==> config.mk <==
export PLATFORM = sky130hd
export DESIGN_NAME = modulo_ticker
export DESIGN_NICKNAME = d
export VERILOG_FILES = /design/src/rtl/modulo_ticker_pkg.sv /design/src/rtl/modulo_ticker_shadow_reg.sv /design/src/rtl/modulo_ticker.sv
export SDC_FILE = /design/constraint.sdc
export NUM_CORES = 1
export LEC_CHECK = 0
export CORE_AREA = 2 2 96 98
export DETAILED_ROUTE_END_ITERATION = 7
export DIE_AREA = 0 0 98 100
export GPL_ROUTABILITY_DRIVEN = 0
export PLACE_DENSITY = 0.72
export SLEW_MARGIN = 20
export SYNTH_ARGS = -nofsm -noshare
export SYNTH_HDL_FRONTEND = slang
export SYNTH_SLANG_ARGS = --single-unit
==> constraint.sdc <==
create_clock -name clk -period 5.5 [get_ports clk]
set_input_delay 1.1 -clock clk [delete_from_list [all_inputs] [get_ports clk]]
set_output_delay 1.1 -clock clk [all_outputs]
set_load 0.01 [all_outputs]
==> src/rtl/modulo_ticker_pkg.sv <==
// Shared definitions for the modulo ticker: direction encodings and a ceil-log2 helper.
package modulo_ticker_pkg;

  localparam logic DIR_UP   = 1'b0;
  localparam logic DIR_DOWN = 1'b1;

  // Number of bits needed to hold values 0..value-1 (minimum 1).
  function automatic int unsigned clogb2(input int unsigned value);
    int unsigned v;
    int unsigned bits;
    v    = (value > 1) ? value - 1 : 1;
    bits = 0;
    while (v > 0) begin
      bits = bits + 1;
      v    = v >> 1;
    end
    return bits;
  endfunction

endpackage

==> src/rtl/modulo_ticker_shadow_reg.sv <==
// Shadow modulus register with pending flag and zero-load error pulse.
//   i_clk       : system clock
//   i_rst_n     : synchronous active-low reset
//   i_mod_val   : candidate modulus
//   i_mod_load  : strobe to capture i_mod_val
//   i_apply     : boundary (wrap/restart) where the counter consumes the modulus
//   o_shadow    : captured modulus
//   o_pending   : shadow holds a modulus not yet applied
//   o_err       : 1-cycle pulse after a rejected zero load
//   o_load_ok_c : combinational, this cycle carries an acceptable load
module modulo_shadow_reg
  import modulo_ticker_pkg::*;
#(
  parameter int unsigned WIDTH = 16
) (
  input  logic             i_clk,
  input  logic             i_rst_n,
  input  logic [WIDTH-1:0] i_mod_val,
  input  logic             i_mod_load,
  input  logic             i_apply,
  output logic [WIDTH-1:0] o_shadow,
  output logic             o_pending,
  output logic             o_err,
  output logic             o_load_ok_c
);

  logic [WIDTH-1:0] r_shadow;
  logic             r_pending;
  logic             r_err;
  logic             w_load_ok;
  logic             w_load_zero;

  assign w_load_ok   = i_mod_load && (i_mod_val != '0);
  assign w_load_zero = i_mod_load && (i_mod_val == '0);

  // An apply consumes whatever is pending, including a load on the same cycle.
  always_ff @(posedge i_clk) begin
    if (!i_rst_n) begin
      r_shadow  <= '0;
      r_pending <= 1'b0;
      r_err     <= 1'b0;
    end else begin
      r_err <= w_load_zero;
      if (w_load_ok) r_shadow <= i_mod_val;
      if (i_apply)        r_pending <= 1'b0;
      else if (w_load_ok) r_pending <= 1'b1;
    end
  end

  assign o_shadow    = r_shadow;
  assign o_pending   = r_pending;
  assign o_err       = r_err;
  assign o_load_ok_c = w_load_ok;

endmodule

==> src/rtl/modulo_ticker.sv <==
// Runtime-programmable modulo counter with glitch-free modulus update on wrap/restart.
//   clk         : system clock
//   rst         : synchronous active-low reset
//   en          : advance one step
//   dir         : 0 up, 1 down
//   restart     : jump to start value, applying any pending modulus
//   mod_val     : new modulus
//   mod_load    : strobe capturing mod_val
//   count       : registered count
//   zero        : count == 0 (combinational)
//   tick        : registered pulse the cycle after a wrap
//   mod_pending : a loaded modulus awaits a boundary
//   mod_err     : registered pulse after a rejected zero load
module modulo_ticker
  import modulo_ticker_pkg::*;
#(
  parameter int unsigned WIDTH       = 16,
  parameter int unsigned MOD_DEFAULT = 32
) (
  input  logic             clk,
  input  logic             rst,
  input  logic             en,
  input  logic             dir,
  input  logic             restart,
  input  logic [WIDTH-1:0] mod_val,
  input  logic             mod_load,
  output logic [WIDTH-1:0] count,
  output logic             zero,
  output logic             tick,
  output logic             mod_pending,
  output logic             mod_err
);

  logic [WIDTH-1:0] r_count;
  logic [WIDTH-1:0] r_m;
  logic             r_tick;

  logic [WIDTH-1:0] w_m_last;
  logic             w_wrap;
  logic             w_step_wrap;
  logic             w_apply;
  logic [WIDTH-1:0] w_m_next;
  logic [WIDTH-1:0] w_m_next_last;
  logic [WIDTH-1:0] w_start;
  logic [WIDTH-1:0] w_count_next;
  logic [WIDTH-1:0] w_shadow;
  logic             w_pending;
  logic             w_err;
  logic             w_load_ok;

  modulo_shadow_reg #(.WIDTH(WIDTH)) u_shadow (
    .i_clk       (clk),
    .i_rst_n     (rst),
    .i_mod_val   (mod_val),
    .i_mod_load  (mod_load),
    .i_apply     (w_apply),
    .o_shadow    (w_shadow),
    .o_pending   (w_pending),
    .o_err       (w_err),
    .o_load_ok_c (w_load_ok)
  );

  // Wrap detection uses the currently active modulus.
  assign w_m_last    = r_m - WIDTH'(1);
  assign w_wrap      = (dir == DIR_UP) ? (r_count == w_m_last) : (r_count == '0);
  assign w_step_wrap = en && w_wrap;
  assign w_apply     = restart || w_step_wrap;

  // Next modulus and count; a same-cycle load bypasses the shadow register.
  always_comb begin
    w_m_next     = r_m;
    w_count_next = r_count;
    if (w_apply) begin
      if (w_load_ok)      w_m_next = mod_val;
      else if (w_pending) w_m_next = w_shadow;
    end
    w_m_next_last = w_m_next - WIDTH'(1);
    w_start       = (dir == DIR_DOWN) ? w_m_next_last : '0;
    if (w_apply) begin
      w_count_next = w_start;
    end else if (en) begin
      w_count_next = (dir == DIR_UP) ? (r_count + WIDTH'(1)) : (r_count - WIDTH'(1));
    end
  end

  always_ff @(posedge clk) begin
    if (!rst) begin
      r_count <= '0;
      r_m     <= WIDTH'(MOD_DEFAULT);
      r_tick  <= 1'b0;
    end else begin
      r_count <= w_count_next;
      r_m     <= w_m_next;
      r_tick  <= w_step_wrap && !restart;
    end
  end

  assign count       = r_count;
  assign zero        = (r_count == '0);
  assign tick        = r_tick;
  assign mod_pending = w_pending;
  assign mod_err     = w_err;

endmodule

== Yosys cells after proc, flatten, opt, wreduce, memory -nomap -nowiden ==
Cells that the tools add are included.
W data, S select, Z words.

* Add/sub/neg operators: 4
* Multiply operators: 0
* Divide/modulo/power cells: 0
* Magnitude comparators: 0
* Equal/unequal tests: 1
* Shifts and indexed selects: 0
* Muxes and demuxes: 8
* Bitwise gates (word level): 1
* Reductions and logical operators: 11

{| class="wikitable"
|+ Operators by type and width
! kind !! number
|-
| $mux W16 || 7
|-
| $sub A16 B1 Y16 const B || 3
|-
| $logic_not A16 Y1 || 2
|-
| $add A16 B1 Y16 const B || 1
|-
| $eq A16 B16 Y1 || 1
|-
| $reduce_bool A16 Y1 || 1
|-
| $logic_and A1 B1 Y1 || 4
|-
| $reduce_bool A2 Y1 || 1
|-
| $reduce_or A2 Y1 || 1
|-
| $logic_not A1 Y1 || 1
|-
| $logic_or A1 B1 Y1 || 1
|-
| $mux W1 || 1
|-
| $not A1 Y1 || 1
|}

* Bits in registers: 51
* Bits in latches: 0
* Bits in writable memories: 0
* Memory bits (read-only): 0
* Input port bits: 22
* Output and inout bits: 20
* Logic and storage cells: 31
* Memories kept: 0

== Longest topological paths before layout ==
Gate-level depths: netlist (run 1).

* Depth after elaboration: 9
* Gate-level depth with buffers: 20
* Mapped depth without buffers: 18

== Cells and area by module ==
A second synthesis (run 1) with hierarchy kept.

* Cells, all modules: 504
* Area total of the unflattened synthesis: 4124.0 µm²

{| class="wikitable"
|+ Modules (own cells, without submodules)
! module !! times used !! cells each !! area an instance (µm²) !! sequential area each (µm²)
|-
| modulo_ticker || 1 || 423 || 3365.7 || 660.6
|-
| modulo_shadow_reg || 1 || 81 || 758.2 || 360.3
|}

== Worst setup path before layout (run 1) ==
Ideal clock, no wire load.

* Kind: reg-to-reg
* Start: register r_m[0]
* End: register r_count[14] (netlist: count[14])
* Setup time: 0.120 ns
* Data arrival time: 4.310 ns
* Required time: 5.380 ns
* Setup slack: 1.070 ns
* Cell stages (with the launch flop): 21
* Path buffers: 2
* Period minus slack after synthesis: 4.430 ns
* Cell sequence: dfxtp_1 > inv_1 > ha_1 > or4b_4 > or3_1 > o211ai_2 > a2111oi_4 > and4_4 > nor2_1 > clkbuf_1 > clkbuf_1 > nor2_1 > a21oi_1 > ha_1 > o311ai_1 > nor3b_1 > o211ai_1 > a221oi_2 > nand4_1 > mux2i_1 > a21oi_1

* Cells in the longest elaborated chain, start to end: 9
* Elaborated cells between the ends (all ways): 12
* Those cells by class: add/sub (2); eq/ne (1); mux (6); reduce/logical (3)

{| class="wikitable"
|+ RTL lines
! element !! RTL line !! text
|-
| start: declaration || modulo_ticker.sv:35 || <nowiki>logic [WIDTH-1:0] r_m;</nowiki>
|-
| start signal: assignment || modulo_ticker.sv:89 || <nowiki>r_m <= WIDTH'(MOD_DEFAULT);</nowiki>
|-
| start signal: assignment || modulo_ticker.sv:93 || <nowiki>r_m <= w_m_next;</nowiki>
|-
| $sub A16 B1 Y16 || modulo_ticker.sv:64 || <nowiki>assign w_m_last = r_m - WIDTH'(1);</nowiki>
|-
| $eq A16 B16 Y1 || modulo_ticker.sv:65 || <nowiki>assign w_wrap = (dir == DIR_UP) ? (r_count == w_m_last) : (r_count == '0);</nowiki>
|-
| $mux W1 || modulo_ticker.sv:65 ||
|-
| $logic_and A1 B1 Y1 || modulo_ticker.sv:66 || <nowiki>assign w_step_wrap = en && w_wrap;</nowiki>
|-
| $logic_or A1 B1 Y1 || modulo_ticker.sv:67 || <nowiki>assign w_apply = restart || w_step_wrap;</nowiki>
|-
| $mux W16 || modulo_ticker.sv:73 || <nowiki>if (w_apply) begin</nowiki>
|-
| $sub A16 B1 Y16 || modulo_ticker.sv:77 || <nowiki>w_m_next_last = w_m_next - WIDTH'(1);</nowiki>
|-
| $mux W16 || modulo_ticker.sv:78 || <nowiki>w_start = (dir == DIR_DOWN) ? w_m_next_last : '0;</nowiki>
|-
| $mux W16 || modulo_ticker.sv:79 || <nowiki>if (w_apply) begin</nowiki>
|-
| end signal: assignment || modulo_ticker.sv:92 || <nowiki>r_count <= w_count_next;</nowiki>
|-
| end: declaration || modulo_ticker.sv:34 || <nowiki>logic [WIDTH-1:0] r_count;</nowiki>
|}

Several ways; a longest one is shown, not always the timed one.
A chain may end at the register's enable or synchronous reset.

== Worst setup path after layout (run 1) ==
* Start: register r_m[0]
* End: register r_count[12] (netlist: count[12])

The elaborated chain is that of the path after synthesis.

==> results of run 1 <==
synthesized netlist by cell type (14+ instances only):
cell,n,area share [%]
a21oi_1,43,5.5
a22oi_1,17,3.3
clkbuf_1,21,2.0
dfxtp_1,51,26
ha_1,16,5.2
inv_1,15,1.4
nand2_1,51,4.9
nand3_1,14,1.8
nor2_1,55,5.3
nor3_1,15,1.9
nor4_1,14,2.3
o21ai_0,19,2.4
xnor2_1,24,5.4
metrics by stage:
step           std cells  total power, mW  cell area [um2]  hold WS (ps)  setup slack (ps)
3_3_place_gp         639            0.822             4390           441               752
2_1_floorplan        508            0.710             3880           433              1070
5_1_grt              647             1.12             4480           497               385
3_5_place_dp         639            0.832             4390           448               672
4_1_cts              647             1.06             4480           463               996
6_report             647             1.06             4480           459               875
cells by family after synthesis:
group                    share of synthesized area (%)
AND/OR/NAND/NOR                                   25.8
AO/OA/AOI/OAI                                     25.1
multiplexers                                      4.61
XOR/XNOR                                          7.89
buffers and inverters                             4.61
flip-flops                                        26.3
adder cells (fa/ha/maj)                           5.67
worst max-delay path by stage:
stage,from,to,slack (ps),cells past startpoint
after floorplan,r_m[0],count[14],1070,20
after global placement,mod_val[8],count[14],750,16
after detailed placement,en,count[12],670,16
after CTS,r_m[0],count[12],1000,18
after global routing,r_m[0],count[14],390,18
final,r_m[0],count[12],870,18
power by group:
group	leakage [nW]	internal [mW]	switching, mW
combinational	1.23	0.181	0.206
clock	0.0489	0.0924	0.141
sequential	0.420	0.396	0.0457
placed cells by master (no fill, tap or decap), types with 4 or more instances in the layout:
master            n
a221oi_1          4
nor4_1           14
mux2_2            7
ha_1             16
buf_4             8
nand2b_1          5
and2_1            5
o21ai_1           6
or2_2             4
nor3_1           15
mux2i_1          10
nand4_1           6
xnor2_1          24
a22oi_1          17
clkbuf_8          5
xor2_1           11
or3_1             8
clkdlybuf4s50_1  41
nand3_1          14
a21oi_1          43
nor2b_1           7
nand2_1          51
and3_1            5
nor2_1           54
inv_1            15
o21ai_0          19
o211ai_1          4
dfxtp_1          51
worst reg2reg max path, stage by stage, from the launching register on:
cell and delay [ps]:
dfxtp_1 410, inv_1 90, ha_1 240, nor4b_1 610, nand3_1 190, and4b_1 250
o21bai_1 180, and4_4 190, nor2_2 300, nor2_1 100, a21oi_1 210, ha_1 260
o311ai_1 190, nor3b_1 340, o211ai_1 210, a221oi_2 340, nand4_1 140, and2_1 220
a21oi_1 110
state kept, by name, summed over array words and instances, names as in the netlist:
name and cells:
count 16, r_m 16, u_shadow.o_shadow 16, tick 1
u_shadow.o_err 1, u_shadow.o_pending 1
per-layer routing:
metal  track usage (%)  part of all wire (%)  wire (um)  up-vias
met2              39.8                    49       5540      144
met3              2.92                   5.5        618       30
met4              8.87                   3.2        360        0
met5                 0                     0          0        -
met1              29.9                    42       4710     1873
li1                  -                     -          -     1922
cell type report:
cell class	count	area, um2
Clock inverter	3	22.5
Fill cell	890	4410
Multi-Input combinational cell	413	2700
Tap cell	111	139
Clock buffer	5	68.8
Inverter	15	56.3
Sequential cell	51	1020
Timing Repair Buffer	49	470
==> results.yml, run 1 <==
floorplanning:
  fp.dieW_um: 98
  core_um2: 8890
  start_util_pct: 43.7
  dieArea_um2: 9800
  die_h_um: 100
  num_rows: 35
  ios: 42
drt:
  wl_mm: 11.2
  wl_per_cell_um: 17.4
  final_antenna_net_count: 0
  drc_errors: 0
  drtIter0Drc: 279
  first_pass_iters: 6
  vias_per_cell: 6.13
  via_count: 3969
clock_network:
  cts_buffers: 5
  cts_resized: 0
  clkLatencyLatePin_ps: 320
  cts_setup_buffers: 0
  cts.sinks: 51
  clkTransAtPathRegs_ps: 100
  cts-hold-fix-buffers: 0
  cts_tree: "yes"
  clockBufferDepth: 2
  clock-root-buffer: "clkbuf_8"
  htreeDepth: 2
critical_path:
  cpMaxStageDelayCell: "nor4b_1"
  start_kind: "flip-flop"
  r2r-end: "count[12]"
  cp.arrival_ps: 4880
  rrSetupSlack_ps: 870
  crit_required_ps: 5760
  timing.critical_path.buf_inv: 1
  rr_worst_depth: 18
  crit_path_max_fanout: 10
  crit_path_end_kind: "flip-flop"
  slowest_delay_ps: 600
  crit_family: "simple AND/OR/NAND/NOR gates"
  path_cells: "inv_1, ha_1, nor4b_1, nand3_1, and4b_1, o21bai_1, and4_4, nor2_2, nor2_1, a21oi_1, ha_1, o311ai_1, nor3b_1, o211ai_1, a221oi_2, nand4_1, and2_1, a21oi_1"
  crit-reg2reg-launch: "r_m[0]"
  crit_type: "reg2reg"
global_routing:
  antenna_found_initial: 0
  grt_max_degree: 41
  grt_overflow: 0
  grt_pass1_vias: 3794
  grt_pass1_wl_mm: 18.6
  grt_util_all_layers_pct: 23.2
sta:
  hold_viol_final: 0
  drv_slew: 0
  period_minus_slack_ps: 4630
  maxSlewHeadroom_pct: 42.8
  final.setup.tns_ps: 0
  clock.fmax_mhz: 216
  tightest_slew_ps: 855
  setup_viol: 0
  period_share_pct: 84.1
  rsz0062_at_grt: "no"
  clock_skew_ps: 4.00
layout:
  num-nets-final: 574
  syn2layout_area_growth_pct: 15.3
  utilization_pct: 50.4
  drive_gt1_share_pct: 7.09
  diodes: 0
yosys:
  syn_area_um2: 3880
  synth_fp_nets: 547
  syn_area_per_cell_um2: 7.65
  synth_ff_type: "dfxtp_1"
  yosysUniqueCellTypes: 69
  ys_seq_elements: 51
  synth_edf_count: 0
  ys_async_sr_fraction_pct: 0
  yosys_warnings: 0
  ys_seq_area_share_pct: 26.3
  syn_inst: 508
place:
  hpwlAfterDp_mm: 8.42
  portBuffers: 41
power_and_ir_drop:
  vdd_drop_max_v: 0.000124
  p_leak_nw: 1.69
  power_density_nw_per_um2: 237
hold_path:
  hold_start: "u_shadow.o_shadow[8]"
  whs_path_depth: 2
  hold_class: "reg2reg"
  min_to: "u_shadow.o_shadow[8]"
run:
  max_cap_violations: 0
outcome:
  status: "completed"
(Power assumes the default switching activity.)
==> run 2, diff against run 1 <==
==> constraint.sdc (replaced) <==
create_clock -name clk -period 4.29 [get_ports clk]
set_input_delay 0.858 -clock clk [delete_from_list [all_inputs] [get_ports clk]]
set_output_delay 0.858 -clock clk [all_outputs]
set_load 0.01 [all_outputs]
==> run 2 against run 1 <==
Against the previous run:
- global-route usage barely moved
- combinational power is 37% higher
- sequential share of layout area decreased by 1.2 points
- clock power grew 28%
- critical path depth up 1
- clock skew up 5.3 ps
- design area rose by 5.6%
- critical path type unchanged
==> results.yml, run 2 (synthesis gave the netlist of run 1 again) <==
place:
  placedCellCount: 669
  hpwlAfterDp_mm: 8.85
  dp_slack_ps: -103
  portBuffers: 41
clock_network:
  htreeDepth: 2
  clockBufferDepth: 2
  cts.sinks: 51
  cts-hold-fix-buffers: 0
  clkTransAtPathRegs_ps: 100
  cts_buffers: 5
  cts_tree: "yes"
  clkLatencyLatePin_ps: 320
  clock-root-buffer: "clkbuf_8"
layout:
  num-nets-final: 605
  final_common_cell: "nor2_1"
  drive_gt1_share_pct: 13.1
  diodes: 0
  layoutNonFillerInstCount: 678
  final_cell_mix: "nor2_1 (54), nand2_1 (51), dfxtp_1 (51)"
  syn2layout_area_growth_pct: 21.8
floorplanning:
  start_util_pct: 43.7
  dieArea_um2: 9800
  ios: 42
  core_um2: 8890
  die_h_um: 100
  fp.dieW_um: 98
  num_rows: 35
power_and_ir_drop:
  clkPwrFrac_pct: 21.4
  combPwrFrac_pct: 38.1
  switchingPower_mw: 0.515
  p_total_mw: 1.40
  p_seq_share_pct: 40.4
  internal_power_mw: 0.881
  power_density_nw_per_um2: 295
  swShare_pct: 36.9
  vdd_drop_max_v: 0.000119
  p_leak_nw: 1.84
drt:
  via_count: 4127
  drtIter0Drc: 351
  wl_per_cell_um: 17.0
  drc_errors: 0
  vias_per_cell: 6.09
  first_pass_iters: 5
  final_antenna_net_count: 0
  wl_mm: 11.5
outcome:
  status: "completed"
critical_path:
  cp.arrival_ps: 4290
  r2r-end: "count[14]"
  crit_start: "r_m[1]"
  rrSetupSlack_ps: 230
  crit-reg2reg-launch: "r_m[1]"
  rr_worst_depth: 19
  endpoint: "count[14]"
  start_kind: "flip-flop"
  crit_type: "reg2reg"
  crit_path_end_kind: "flip-flop"
  crit_required_ps: 4510
  crit_path_max_fanout: 9
global_routing:
  antenna_found_initial: 0
  grt_pass1_wl_mm: 18.7
  grt_util_all_layers_pct: 23.3
  grt_max_degree: 31
  grt_overflow: 0
  grt_pass1_vias: 3863
sta:
  clock_skew_ps: 9.30
  period_minus_slack_ps: 4060
  clock.fmax_mhz: 246
  period_share_pct: 94.7
  setup_viol: 0
  holdWs_ps: 462
  rsz0062_at_grt: "no"
  maxSlewHeadroom_pct: 31.1
  tightest_slew_ps: 1030
  drv_slew: 0
  setup_ws_ps: 226
  hold_viol_final: 0
hold_path:
  hold_class: "reg2reg"
run:
  max_cap_violations: 0
## run 2: stage by stage
| stage | TNS, ps | area (um2) | util, % |
|---|---|---|---|
| 2_1_floorplan | 0 | 3890 | - |
| 3_3_place_gp | 0 | 4610 | 51.9 |
| 3_5_place_dp | -146 | 4610 | 51.9 |
| 4_1_cts | 0 | 4710 | 52.9 |
| 5_1_grt | 0 | 4730 | 53.2 |
| 6_report | 0 | 4730 | 53.2 |
## run 2: power groups by stage
stage	registers, mW	logic, mW	clock network [mW]
final	0.564	0.532	0.299
after global routing	0.570	0.581	0.328
after CTS	0.563	0.524	0.303
after detailed placement	0.574	0.521	0
after global placement	0.573	0.508	0
after floorplan	0.557	0.353	0
## run 2: metal layers
metal  global-route usage (%)  share of wire, %  vias to the layer above
li1                         -                 -                     1985
met1                     30.4                44                     1986
met2                     39.3                48                      130
met3                     3.48               5.1                       26
met4                     8.23               2.6                        0
met5                        0                 0                        -
## run 2: how the worst min path moves through the flow
stage	from	endpoint	slack [ps]	cells after the start
finish	u_shadow.o_shadow[8]	u_shadow.o_shadow[8]	460	2
global route	u_shadow.o_shadow[9]	u_shadow.o_shadow[9]	490	2
CTS	u_shadow.o_shadow[8]	u_shadow.o_shadow[8]	460	2
detailed placement	u_shadow.o_shadow[8]	u_shadow.o_shadow[8]	450	2
global placement	u_shadow.o_shadow[8]	u_shadow.o_shadow[8]	440	2
floorplan	u_shadow.o_shadow[7]	u_shadow.o_shadow[7]	430	2
## run 2: what timing repair did
action	CTS	global route
setup buffers	0	1
setup endpoints to repair	0	3
resized for setup	0	5
## run 2: layout make-up
class,count,area (um2)
fill,839,4160
multi-input combinational,413,2720
sequential,51,1020
timing repair buffer,80,703
tap,111,139
clock buffer,5,68.8
inverter,15,56.3
clock inverter,3,25.0
## run 2: critical path: stages, from the launching register on
cell and delay [ps]:
dfxtp_1 370, inv_1 80, ha_2 220, or4b_4 520, or3_1 350, o211ai_2 90, a2111oi_4 70, and4_4 230
nor2_2 150, buf_4 180, nor2_1 60, a21oi_2 140, ha_2 210, o311ai_1 140, nor3b_2 220, o211ai_1 160
a221oi_2 350, nand4_1 150, mux2i_1 180, a21oi_1 80
